===== src/rtl/imm_extend_queue.sv =====
// Immediate-extension unit for MIPS decode: opcode-driven zero/sign/upper/branch extension
// feeding a DEPTH-entry valid/ready FIFO with a registered head output.
module imm_extend_queue #(
  parameter int unsigned IN_W  = 16,
  parameter int unsigned OUT_W = 32,
  parameter int unsigned DEPTH = 4,
  parameter int unsigned LVL_W = 3
) (
  input  logic             clk,
  input  logic             reset,
  input  logic             i_valid,
  output logic             o_ready,
  input  logic [IN_W-1:0]  i_data,
  input  logic [5:0]       i_opcode,
  output logic             o_valid,
  input  logic             i_ready,
  output logic [OUT_W-1:0] o_data,
  output logic [1:0]       o_mode,
  output logic [LVL_W-1:0] o_level
);

  localparam int unsigned PTR_W = (DEPTH > 1) ? $clog2(DEPTH) : 1;

  typedef enum logic [1:0] {
    ModeSign   = 2'b00,
    ModeZero   = 2'b01,
    ModeUpper  = 2'b10,
    ModeBranch = 2'b11
  } mode_e;

  logic [OUT_W-1:0] mem_data_q [DEPTH];
  logic [1:0]       mem_mode_q [DEPTH];
  logic [PTR_W-1:0] wr_ptr_q, rd_ptr_q, head_idx;
  logic [LVL_W-1:0] level_q, level_d;
  logic [OUT_W-1:0] head_data_q, head_data_d;
  logic [1:0]       head_mode_q, head_mode_d;

  logic [OUT_W-1:0] sext, ext_data;
  mode_e            ext_mode;
  logic             push, pop;

  // Extension is computed from the raw field; the branch form drops the top two sign bits.
  always_comb begin
    sext = {{(OUT_W-IN_W){i_data[IN_W-1]}}, i_data};
    case (i_opcode)
      6'h0C, 6'h0D, 6'h0E: begin
        ext_mode = ModeZero;
        ext_data = {{(OUT_W-IN_W){1'b0}}, i_data};
      end
      6'h0F: begin
        ext_mode = ModeUpper;
        ext_data = {i_data, {(OUT_W-IN_W){1'b0}}};
      end
      6'h04, 6'h05: begin
        ext_mode = ModeBranch;
        ext_data = sext << 2;
      end
      default: begin
        ext_mode = ModeSign;
        ext_data = sext;
      end
    endcase
  end

  assign o_ready = (level_q < LVL_W'(DEPTH));
  assign o_valid = (level_q != '0);
  assign push    = i_valid & o_ready;
  assign pop     = o_valid & i_ready;

  always_comb begin
    level_d = level_q;
    unique case ({push, pop})
      2'b10:   level_d = level_q + LVL_W'(1);
      2'b01:   level_d = level_q - LVL_W'(1);
      default: level_d = level_q;
    endcase
  end

  // Head register tracks what will sit at the read pointer after this edge, so the output
  // holds its last value once the queue drains.
  always_comb begin
    head_data_d = head_data_q;
    head_mode_d = head_mode_q;
    head_idx    = pop ? rd_ptr_q + PTR_W'(1) : rd_ptr_q;
    if (level_d != '0) begin
      if (push && (head_idx == wr_ptr_q)) begin
        head_data_d = ext_data;
        head_mode_d = ext_mode;
      end else begin
        head_data_d = mem_data_q[head_idx];
        head_mode_d = mem_mode_q[head_idx];
      end
    end
  end

  always_ff @(posedge clk or negedge reset) begin
    if (!reset) begin
      wr_ptr_q    <= '0;
      rd_ptr_q    <= '0;
      level_q     <= '0;
      head_data_q <= '0;
      head_mode_q <= '0;
      for (int i = 0; i < int'(DEPTH); i++) begin
        mem_data_q[i] <= '0;
        mem_mode_q[i] <= '0;
      end
    end else begin
      if (push) begin
        mem_data_q[wr_ptr_q] <= ext_data;
        mem_mode_q[wr_ptr_q] <= ext_mode;
        wr_ptr_q             <= wr_ptr_q + PTR_W'(1);
      end
      if (pop) begin
        rd_ptr_q <= rd_ptr_q + PTR_W'(1);
      end
      level_q     <= level_d;
      head_data_q <= head_data_d;
      head_mode_q <= head_mode_d;
    end
  end

  assign o_data  = head_data_q;
  assign o_mode  = head_mode_q;
  assign o_level = level_q;

endmodule


===== config.mk =====
export PLATFORM = sky130hd
export DESIGN_NAME = imm_extend_queue
export DESIGN_NICKNAME = d
export VERILOG_FILES = /design/src/rtl/imm_extend_queue.sv
export SDC_FILE = /design/constraint.sdc
export NUM_CORES = 1
export LEC_CHECK = 0
export ABC_AREA = 1
export CAP_MARGIN = 20
export CORE_ASPECT_RATIO = 1.75
export CORE_MARGIN = 2
export CORE_UTILIZATION = 30
export DETAILED_ROUTE_END_ITERATION = 12
export DONT_BUFFER_PORTS = 1
export GPL_ROUTABILITY_DRIVEN = 1
export GPL_TIMING_DRIVEN = 0
export SLEW_MARGIN = 20
export SYNTH_ARGS = -nofsm -noshare
export SYNTH_HDL_FRONTEND = slang
export SYNTH_SLANG_ARGS = --single-unit

===== constraint.sdc =====
create_clock -name clk -period 4.6 [get_ports clk]
set_clock_uncertainty 0.1 [all_clocks]
set_input_delay 0.69 -clock clk [delete_from_list [all_inputs] [get_ports clk]]
set_output_delay 0.69 -clock clk [all_outputs]
set_load 0.03 [all_outputs]

==> results.sh <==
export IMPL_timing_rr_end="o_data[11]"
export IMPL_port_buffers=0
export IMPL_fin_cells=1532
export IMPL_critPathCaptureType="flop"
export IMPL_cts_made_buffers=17
export IMPL_groute_usage_overall_pct=18.82
export IMPL_final_setup_viol_count=0
export IMPL_antenna_found_initial=0
export IMPL_critPathMaxFanout=10
export IMPL_synth_area_sq_um=8780
export IMPL_grt_first_pass_wirelength_mm=45.01
export IMPL_slowest_delay_ns=0.57
export IMPL_path_clk_slew_ns=0.07
export IMPL_cp_start_kind="flop"
export IMPL_cp_slowest_cell="dfrtp_1"
export IMPL_reg2reg_slack_ns=1.04
export IMPL_cp_num_buf_inv=4
export IMPL_synth_edff_count=0
export IMPL_htree_levels=4
export IMPL_synth_top_flop_cell="dfrtp_1"
export IMPL_worst_pin_slew_ns=0.6242
export IMPL_synth_cell_types=25
export IMPL_cts_tree="done"
export IMPL_ys_seq_elements=177
export IMPL_syn2layout_area_growth_pct=12.74
export IMPL_drv_cap=0
export IMPL_fillCellCount=3125
export IMPL_pre_cts_ws_ns=0.9907
export IMPL_fin_area_sq_um=9898
export IMPL_critPathRequiredTime_ns=4.88
export IMPL_synth_area_leaders="dfrtp_1 (50%), nand2_1 (17%), nand3_1 (12%)"
export IMPL_coreArea_sq_um=28730
export IMPL_holdCritPathClass="input pin to async pin"
export IMPL_ys_warnings_count=0
export IMPL_power_per_cell_area_nw_per_um2=833.6
export IMPL_synthTopCellsByCount="nand2_1 (392), nand3_1 (206), dfrtp_1 (177), o21ai_0 (138), nand4_1 (51)"
export IMPL_clock_power_share_pct=19.3
export IMPL_num_rows=82
export IMPL_seqPwrFrac_pct=36.7
export IMPL_clock_sinks=177
export IMPL_grt_max_degree=178
export IMPL_placed_cells=1500
export IMPL_clockBufferDepth=2
export IMPL_wl_mm=27.99
export IMPL_postCtsSetupBuffers=0
export IMPL_synth_cells=1122
export IMPL_final_setup_worst_slack_ns=1.036
export IMPL_crit_type="flop to flop"
export IMPL_intPower_mw=4.389
export IMPL_slew_viol_final=0
export IMPL_cts_root_buffer="clkbuf_16"
export IMPL_crit_chain="inv_2, nand2_4, nand2_2, inv_1, ha_1, inv_1, fa_1, or2_2, nand3_1, nand2_1, nand3_2, buf_1, nand3_1, nand2_1"
export IMPL_drtIter0Drc=721
export IMPL_p_leak_nw=4.802
export IMPL_place_congestion=0.8765
export IMPL_vias=7955
export IMPL_cts_resized_gates=0
export IMPL_drive_gt1_share_pct=9.272
export IMPL_nets=1173
export IMPL_start_util_pct=30.56
export IMPL_violations="negative hold slack"
export IMPL_wire_per_inst_microns=18.27
export IMPL_clock_fmax_mhz=280.6
export IMPL_vdd_drop_max_mv=0.3477
export IMPL_finalCritPeriodShare_pct=77.47
export IMPL_regToRegStartpoint="o_level[2]"
export IMPL_drt_antenna_violating_nets=0
export IMPL_firstDrtPassIters=5
export IMPL_die_area_sq_um=30700
export IMPL_period_needed_ns=3.564
export IMPL_arrival_ns=3.84
export IMPL_timing_setup_tns_ns=0
export IMPL_grt_pass1_vias=8076
export IMPL_whs_ns=-0.1609
export IMPL_max_slew_margin_pct=58.38
export IMPL_p_sw_mw=3.862
export IMPL_syn_num_nets=1154
export IMPL_reg2reg_depth=14
export IMPL_hold_viol=177
export IMPL_ioPinCount=65
export IMPL_via_per_inst=5.193
export IMPL_die_h_microns=230.3
export IMPL_syn_area_per_cell_sq_um=7.825
export IMPL_yosysSeqAreaShare_pct=50.45
export IMPL_synth_area_leader_cell="dfrtp_1"
export IMPL_placed_area_sq_um=9253
export IMPL_yosys_area_top_type_share_pct=50.45
export IMPL_die_x_microns=133.3
export IMPL_crit_family="simple AND/OR/NAND/NOR gates"
export IMPL_rsz0062_at_grt="false"
export IMPL_ys_async_sr_fraction_pct=100.0
export IMPL_p_sw_share_pct=46.81
export IMPL_clkLatencyLatePin_ns=0.45
export IMPL_grt_overflow=0
export IMPL_comb_power_share_pct=44.0
export IMPL_drc_errors=0
export IMPL_cp_startpoint="o_level[2]"
export IMPL_dp_hpwl_mm=20.38
export IMPL_outcome="finished, violations left"
export IMPL_synth_most_common_cell="nand2_1"
export IMPL_n_antenna_cell=0
## worst max path at each step
| stage | endpoint | slack, ns | cells after the start |
|---|---|---|---|
| finish | o_data[11] | 1.04 | 14 |
| detailed placement | o_data[11] | 0.99 | 15 |
| floorplan | o_data[10] | 1.80 | 15 |
| global placement | o_data[11] | 1.03 | 15 |
| global route | o_data[19] | 0.82 | 15 |
| CTS | o_data[11] | 0.97 | 15 |
## worst reg2reg max path: cells and delay by family (launching register included)
kind | cells | cell delay, ns
AND/OR/NAND/NOR | 8 | 1.48
buffers and inverters | 4 | 0.85
adder cells (fa/ha/maj) | 2 | 0.52
flip-flops | 1 | 0.57
## routing by layer
metal | GRT usage [%] | routed length [microns] | vias up
li1 | - | - | 3765
met1 | 20.83 | 10570 | 3874
met2 | 33.84 | 14740 | 254
met3 | 3.704 | 1512 | 62
met4 | 9.641 | 1162 | 0
met5 | 0 | 0 | -
## final cells by class
class                           count  area [sq um]  area share, %
Buffer                             84         399.1          4.032
Clock buffer                       20         466.7          4.715
Clock inverter                     12         178.9          1.808
Inverter                           46         172.7          1.744
Multi-Input combinational cell    815          3779          38.17
Sequential cell                   177          4429          44.75
Tap cell                          378         473.0          4.778
## stage by stage
stage	power (mW)	hold slack, ns	utilization (%)
6_report	8.252	-0.1609	34.46
5_1_grt	8.879	-0.1851	34.46
3_3_place_gp	6.583	0.2991	32.21
2_1_floorplan	5.514	0.2944	-
4_1_cts	8.278	-0.1750	34.46
3_5_place_dp	6.660	0.3005	32.21
## cells in the final DEF (no fill, tap or decap), types with 4 or more instances in the layout
cell type	Yosys	routed
buf_4	8	8
inv_2	12	12
nand3_1	206	206
ha_1	5	5
nand2_1	392	392
nand2_4	5	5
clkbuf_1	32	32
nand2_2	4	4
buf_2	37	37
inv_1	33	33
clkbuf_16	0	17
dfrtp_1	177	177
nand4_1	51	51
bufinv_16	0	4
o21ai_0	138	138
buf_1	6	6
## flip-flops by register name (all words and copies together) (netlist names)
signal / count
mem_data_q: 128
mem_mode_q: 8
o_data: 32
o_level: 3
o_mode: 2
rd_ptr_q: 2
wr_ptr_q: 2
## power by group through the flow
stage               logic [mW]  clock network, mW  registers, mW
global placement          3.54                  0           3.04
detailed placement        3.61                  0           3.05
finish                    3.63               1.59           3.03
floorplan                 2.59                  0           2.93
CTS                       3.63               1.62           3.03
global route              4.09               1.68           3.11
## cells by family (layout without fill, tap and decap cells)
family	count (synthesis)	after routing	share of synthesized area [%]
AO/OA/AOI/OAI	138	138	7.867
buffers and inverters	130	162	6.513
XOR/XNOR	2	2	0.1996
flip-flops	177	177	50.45
adder cells (fa/ha/maj)	6	6	0.9406
AND/OR/NAND/NOR	669	669	34.03
Note: power is estimated with default switching activity, not from simulation.
